==> config.mk <==
export PLATFORM = sky130hd
export DESIGN_NAME = decode_stage_fifo
export DESIGN_NICKNAME = d
export VERILOG_FILES = /design/src/rtl/decode_stage_fifo.sv
export SDC_FILE = /design/constraint.sdc
export NUM_CORES = 1
export LEC_CHECK = 0
export ABC_AREA = 1
export ABC_CLOCK_PERIOD_IN_PS = 2600
export BUFFER_PORTS_ARGS = -buffer_cell sky130_fd_sc_hd__buf_2
export CAP_MARGIN = 5
export CORE_MARGIN = 1.5
export CORE_UTILIZATION = 53
export CTS_CLUSTER_DIAMETER = 60
export DETAILED_ROUTE_END_ITERATION = 8
export PLACE_DENSITY = 0.76
export SYNTH_ARGS = -nofsm -noshare
export SYNTH_HDL_FRONTEND = slang
export SYNTH_SLANG_ARGS = --single-unit
==> constraint.sdc <==
create_clock -name clk -period 2.6 [get_ports clk]
set_input_delay 0.13 -clock clk [delete_from_list [all_inputs] [get_ports clk]]
set_output_delay 0.13 -clock clk [all_outputs]
set_load 0.01 [all_outputs]
==> src/rtl/decode_stage_fifo.sv <==
// decode_stage_fifo: decode stage with a DEPTH-entry elastic buffer between the fetch and execute handshakes.
// Define DECODE_STAGE_STATS_EN to add saturating accepted/stall/illegal counters.
module decode_stage_fifo #(
   parameter int DATA_WIDTH  = 32,
   parameter int DEPTH       = 4,
   parameter int OPCODE_BITS = 6,
   parameter int NUM_OPCODES = 40
) (
   input  logic                         clk,
   input  logic                         reset,
   input  logic                         DIR,
   input  logic [DATA_WIDTH-1:0]        data_in,
   output logic                         ack_prev,
   output logic                         DOR,
   output logic [DATA_WIDTH-1:0]        data_out,
   output logic [OPCODE_BITS-1:0]       opcode,
   output logic                         illegal,
   input  logic                         ack_from_next,
   output logic [$clog2(DEPTH+1)-1:0]   count,
   output logic                         full,
   output logic                         empty
`ifdef DECODE_STAGE_STATS_EN
   ,
   output logic [15:0]                  stat_accepted,
   output logic [15:0]                  stat_stalls,
   output logic [15:0]                  stat_illegal
`endif
);
   localparam int PW = (DEPTH > 1) ? $clog2(DEPTH) : 1;
   localparam int CW = $clog2(DEPTH + 1);

   typedef enum logic {ACCEPT, ACKED} state_t;

   state_t                  state, state_nxt;
   logic [DATA_WIDTH-1:0]   mem [DEPTH];
   logic [PW-1:0]           wr_ptr, rd_ptr, wr_nxt, rd_nxt;
   logic                    push, pop;

   assign empty    = (count == '0);
   assign full     = (count == CW'(DEPTH));
   assign DOR      = !empty;
   assign opcode   = data_out[DATA_WIDTH-1 -: OPCODE_BITS];
   assign illegal  = DOR && (int'(opcode) >= NUM_OPCODES);
   assign ack_prev = (state == ACKED);
   assign pop      = DOR && ack_from_next;
   assign wr_nxt   = (wr_ptr == PW'(DEPTH - 1)) ? '0 : wr_ptr + PW'(1);
   assign rd_nxt   = (rd_ptr == PW'(DEPTH - 1)) ? '0 : rd_ptr + PW'(1);

   // The ACKED state masks capture while upstream is still seeing the ack pulse.
   always_comb begin
      push      = DIR && !full && (state == ACCEPT);
      state_nxt = push ? ACKED : ACCEPT;
   end

   always_ff @(posedge clk) begin
      if (reset) begin
         state    <= ACCEPT;
         wr_ptr   <= '0;
         rd_ptr   <= '0;
         count    <= '0;
         data_out <= '0;
      end else begin
         state <= state_nxt;
         if (push) wr_ptr <= wr_nxt;
         if (pop) rd_ptr <= rd_nxt;
         if (push && !pop) count <= count + CW'(1);
         else if (pop && !push) count <= count - CW'(1);
         // data_out mirrors the head; an incoming word becomes head only when nothing else remains.
         if (push && (empty || (pop && count == CW'(1)))) data_out <= data_in;
         else if (pop && count > CW'(1)) data_out <= mem[rd_nxt];
      end
   end

   always_ff @(posedge clk) begin
      if (push) mem[wr_ptr] <= data_in;
   end

`ifdef DECODE_STAGE_STATS_EN
   always_ff @(posedge clk) begin
      if (reset) begin
         stat_accepted <= '0;
         stat_stalls   <= '0;
         stat_illegal  <= '0;
      end else begin
         if (push && stat_accepted != 16'hFFFF) stat_accepted <= stat_accepted + 16'd1;
         if (DIR && full && stat_stalls != 16'hFFFF) stat_stalls <= stat_stalls + 16'd1;
         if (pop && illegal && stat_illegal != 16'hFFFF) stat_illegal <= stat_illegal + 16'd1;
      end
   end
`endif
endmodule

-- Word-level counts from Yosys, hierarchy flattened
Memory sizes are Yosys's and may differ from the RTL's.
Cells that the tools add are included.
- bits in registers: 40
- bits in writable memories: 128
- memories: 1
- output and inout port bits: 46
- memory list (memory ; depth ; bits a word ; rd ports ; clocked after memory_dff ; wr ports ; line ; source):
    mem ; 4 ; 32 ; 1 ; 0 ; 1 ; 35 ; logic [DATA_WIDTH-1:0] mem [DEPTH];
- eq/ne operators: 4
- reduce and logical (&&, ||, !) cells: 17
- bitwise logic cells: 1
- $add $sub $neg: 4
- muxes and demuxes: 8
- $lt $le $gt $ge: 2
- operator list (cell ; number):
    $mux W32 ; 2
    $logic_and A1 B1 Y1 ; 9
    $ge A6 B6 Y1 const B ; 1
    $mux W3 ; 2
    $add A2 B1 Y2 const B ; 2
    $eq A2 B2 Y1 const B ; 2
    $logic_not A1 Y1 ; 4
    $mux W2 ; 2
    $reduce_bool A2 Y1 ; 2
    $add A3 B1 Y3 const B ; 1
    $eq A3 B1 Y1 const B ; 1
    $eq A3 B3 Y1 const B ; 1
    $gt A3 B1 Y1 const B ; 1
    $logic_not A3 Y1 ; 1
    $sub A3 B1 Y3 const B ; 1
    $mux W1 ; 2
    $logic_or A1 B1 Y1 ; 1
    $not A1 Y1 ; 1

-- Logic depth before layout (Yosys ltp)
- depth in word-level cells: 8
- gate-level depth with buffers: 12
- mapped depth without buffers: 12

-- Least setup slack after synthesis
Ideal clock, no wire load.
- path kind: flip-flop to flip-flop
- start: register count[0]
- end: memory mem[0][0], enable pin
- stages on the path, launching flop included: 6
- data required time: 2.179 ns
- arrival: 2.424 ns
- buffers on the path: 0
- path slack: -0.245 ns
- period minus slack after synthesis: 2.845 ns
- setup time: 0.421 ns
- cells stage by stage: dfxtp_1 -> inv_1 -> ha_1 -> nand2_1 -> nand3_1 -> nor2_1
- cells in the longest elaborated chain, start to end: 6
- RTL lines (element ; line ; source):
    start: declaration ; 19 ; output logic [$clog2(DEPTH+1)-1:0] count,
    start signal: assignment ; 66 ; if (push && !pop) count <= count + CW'(1);
    start signal: assignment ; 67 ; else if (pop && !push) count <= count - CW'(1);
    $eq A3 B3 Y1 ; 40 ; assign full = (count == CW'(DEPTH));
    $logic_not A1 Y1 ; 51 ; push = DIR && !full && (state == ACCEPT);
    $logic_and A1 B1 Y1 (2 in series) ; 51 ;
    $mux W1 ; 75 ; if (push) mem[wr_ptr] <= data_in;
    $mux W1 (not written as such) ; 75 ;
    end: declaration ; 35 ;
Every way passes these cells.

-- Worst setup path in the final report
- start: register rd_ptr[0]
- end: register data_out[21]
- cells in the longest elaborated chain, start to end: 5
- RTL lines (element ; line ; source):
    start: declaration ; 36 ; logic [PW-1:0] wr_ptr, rd_ptr, wr_nxt, rd_nxt;
    start signal: assignment ; 65 ; if (pop) rd_ptr <= rd_nxt;
    $add A2 B1 Y2 / $eq A2 B2 Y1 (equally long branches) ; 47 ; assign rd_nxt = (rd_ptr == PW'(DEPTH - 1)) ? '0 : rd_ptr + PW'(1);
    $mux W2 (*) ; 47 ;
    $mem_v2 Z4 W32 (*) ; - ;
    $mux W32 (*) ; 70 ; else if (pop && count > CW'(1)) data_out <= mem[rd_nxt];
    $mux W32 (*) ; 69 ; if (push && (empty || (pop && count == CW'(1)))) data_out <= data_in;
    end signal: assignment ; 69 ;
    end signal: assignment ; 70 ;
    end: declaration ; 15 ; output logic [DATA_WIDTH-1:0] data_out,
Every way passes the cells marked *; elsewhere a longest branch is shown, timed or not. The select of a mux whose other input is x is not followed.
A chain may end at the register's enable or synchronous reset.

==> metrics.txt <==
outcome completed; FP Rows 43; Final Util 65.25%; Synth Area per Inst 9.284 um^2; die footprint 14730 um^2; ant diodes 0; postcts setup bufs 0; Hold WC Path Type primary input to flip-flop; Min-Delay Path Depth 4; Worst Skew 0.008046 ns; drt wl/cell 15.37 um; met3 Resource Use GR 6.203%; worst path required time 2.95 ns; WP data arrival 2.39 ns; fin crit period 2.045 ns; CTS max path bufs 2; GR Overflow Total 0; routed vias 5592; Cell Area, Synth 7427 um^2; CP max FO 23; Pins Over Slew Limit 0; CTS tree done; proportion of layout cells with a drive suffix above 1 15.80%; width of the die 121.4 um; CTS clk-pin slew, worst paths 0.06 ns; total global-route track usage 24.34%; endpoints failing setup 0; EDFF count, synth 128; power per cell area 1173 nW/um^2; final WL 16970 um; top cells by area, synth edfxtp_1 (52%), nand2_1 (12%), dfxtp_1 (11%); Top Ports 82; hpwl dp 9878 um; Syn Inst Count 800; Top cell by count, worst path nor2_1; Reg2Reg Depth 9; GP Congestion 0.7782; DRC viols 0; Post-Syn Nets 846; largest net degree at the start of global routing 57; number of DRC markers in iteration 0 407; synth warn 0; Synth top area share 51.75%; ys flop type edfxtp_1; CP startpoint rd_ptr[0]; slowest CP cell nor2_4; GR Util met1 29.82%; Port Buf Inserts 81; Synth cell types 22; ANT nets after route 0; endpoints failing hold 0; Sink Count 168; met2 Usage GRT 42.66%; static leakage 4.015 nW; Die H 121.4 um; Root Buffer clkbuf_16; RSZ-0062 raised after global routing no; most common cell after layout, fill and taps aside nand2_1; first-pass GRT wire length 26850 um; sequential area share after synthesis 62.53%; Worst setup EP type flip-flop; Initial Util 53.92%; startpoint types flip-flop; initial antenna violation count 0; Synth async-reset ratio 0%; hold path start ack_from_next; period utilisation layout 78.67%; crit path kind flip-flop to flip-flop; most frequent cells in the layout nand2_1 (229), nor2_1 (163), edfxtp_1 (128); GR peak layer met2; Fill cells 1081; via/cell ratio 5.065; area leader, netlist edfxtp_1; Skew-Pair Late Insertion Delay 0.42 ns; CTS buffer count 17; post-layout power 0.01054 W; vias in the first global route 5309; Synth Register Bits 168; H-tree depth 4; Post-CTS Hold Buffers 33; synth-to-layout area growth 21.01%; Slew HR 61.15%; Max stage delay on crit path 0.45 ns; Max Cap Viol 0; Least-Margin Pin Slew 0.5807 ns; fmax 0.4889 GHz; critical path, cell by cell ha_1, nor2_4, buf_4, nand2_1, nand3_1, nand2_1, nor2_1, nor2_1, nor2_1; worst r2r src rd_ptr[0]; IR drop worst, VDD 0.0006402 V; count of nets after finishing 957; core region area 13770 um^2; Post-CTS Resized 0; drt pass-1 iters 5
-- sequential cells by signal, indices dropped and copies added (netlist names) --
name      count
mem         128
data_out     32
count         3
rd_ptr        2
wr_ptr        2
ack_prev      1
-- power by group --
part | total [W] | switching [W] | internal, W
registers | 0.00365 | 0.000218 | 0.00343
logic | 0.00448 | 0.00289 | 0.00159
clock network | 0.00241 | 0.000993 | 0.00142
total | 0.0105 | 0.00410 | 0.00644
-- per-stage QoR --
stage / setup WS [ns] / cells / area (um^2) / TNS, ns / hold WS (ns)
after floorplan: -0.2453 / 800 / 7427 / -31.40 / 0.2024
after global placement: 0.6696 / 1039 / 8102 / 0 / 0.3647
after detailed placement: 0.6256 / 1039 / 8102 / 0 / 0.3634
after CTS: 0.5235 / 1104 / 8987 / 0 / 0.08831
after global routing: 0.3524 / 1104 / 8987 / 0 / 0.1231
final: 0.5545 / 1104 / 8987 / 0 / 0.1063
-- area by class of cell --
class                      count  area, um^2  share of cell area, %
sequential                   168        4644                  51.68
inverter                      56       210.2                  2.339
multi-input combinational    529        2366                  26.33
clock buffer                  20       446.7                  4.970
clock inverter                12       108.9                  1.211
timing repair buffer         139       985.9                  10.97
tap                          180       225.2                  2.506
-- metal layers --
layer	wire (um)	share of wire [%]
met1	7028	41
met2	8644	51
met3	1154	6.8
met4	137	0.81
met5	0	0
-- Yosys cell counts (8+ instances only) --
library cell / n
nor2_1: 167
inv_1: 50
nand2_1: 230
buf_1: 8
buf_2: 17
edfxtp_1: 128
clkbuf_1: 11
buf_4: 11
nand3_1: 70
nand3b_1: 29
dfxtp_1: 40
ha_1: 10
-- worst max-delay path, delay by kind of cell (launching register included) --
family,cells,cell delay (ns)
flops,1,0.43
buf+inv,1,0.29
fa+ha+maj,1,0.31
simple gates,7,0.93
-- final timing paths --
kind / endpoint / slack [ns]
worst min register to register: wr_ptr[1] / 0.54
worst max register to register: data_out[21] / 0.55
worst min-delay path: rd_ptr[0] / 0.11
worst max-delay path: data_out[21] / 0.55
-- cells by family (layout without fill, tap and decap cells) --
| logic type | count (synthesis) | count (layout) | synth area share (%) |
|---|---|---|---|
| AND/OR/NAND/NOR | 502 | 502 | 28.47 |
| flip-flops | 168 | 168 | 62.53 |
| buffers and inverters | 103 | 227 | 6.048 |
| AO/OA/AOI/OAI | 16 | 16 | 1.145 |
| adder cells (fa/ha/maj) | 10 | 10 | 1.685 |
| XOR/XNOR | 1 | 1 | 0.1179 |
Note: power is estimated with default switching activity, not from simulation.
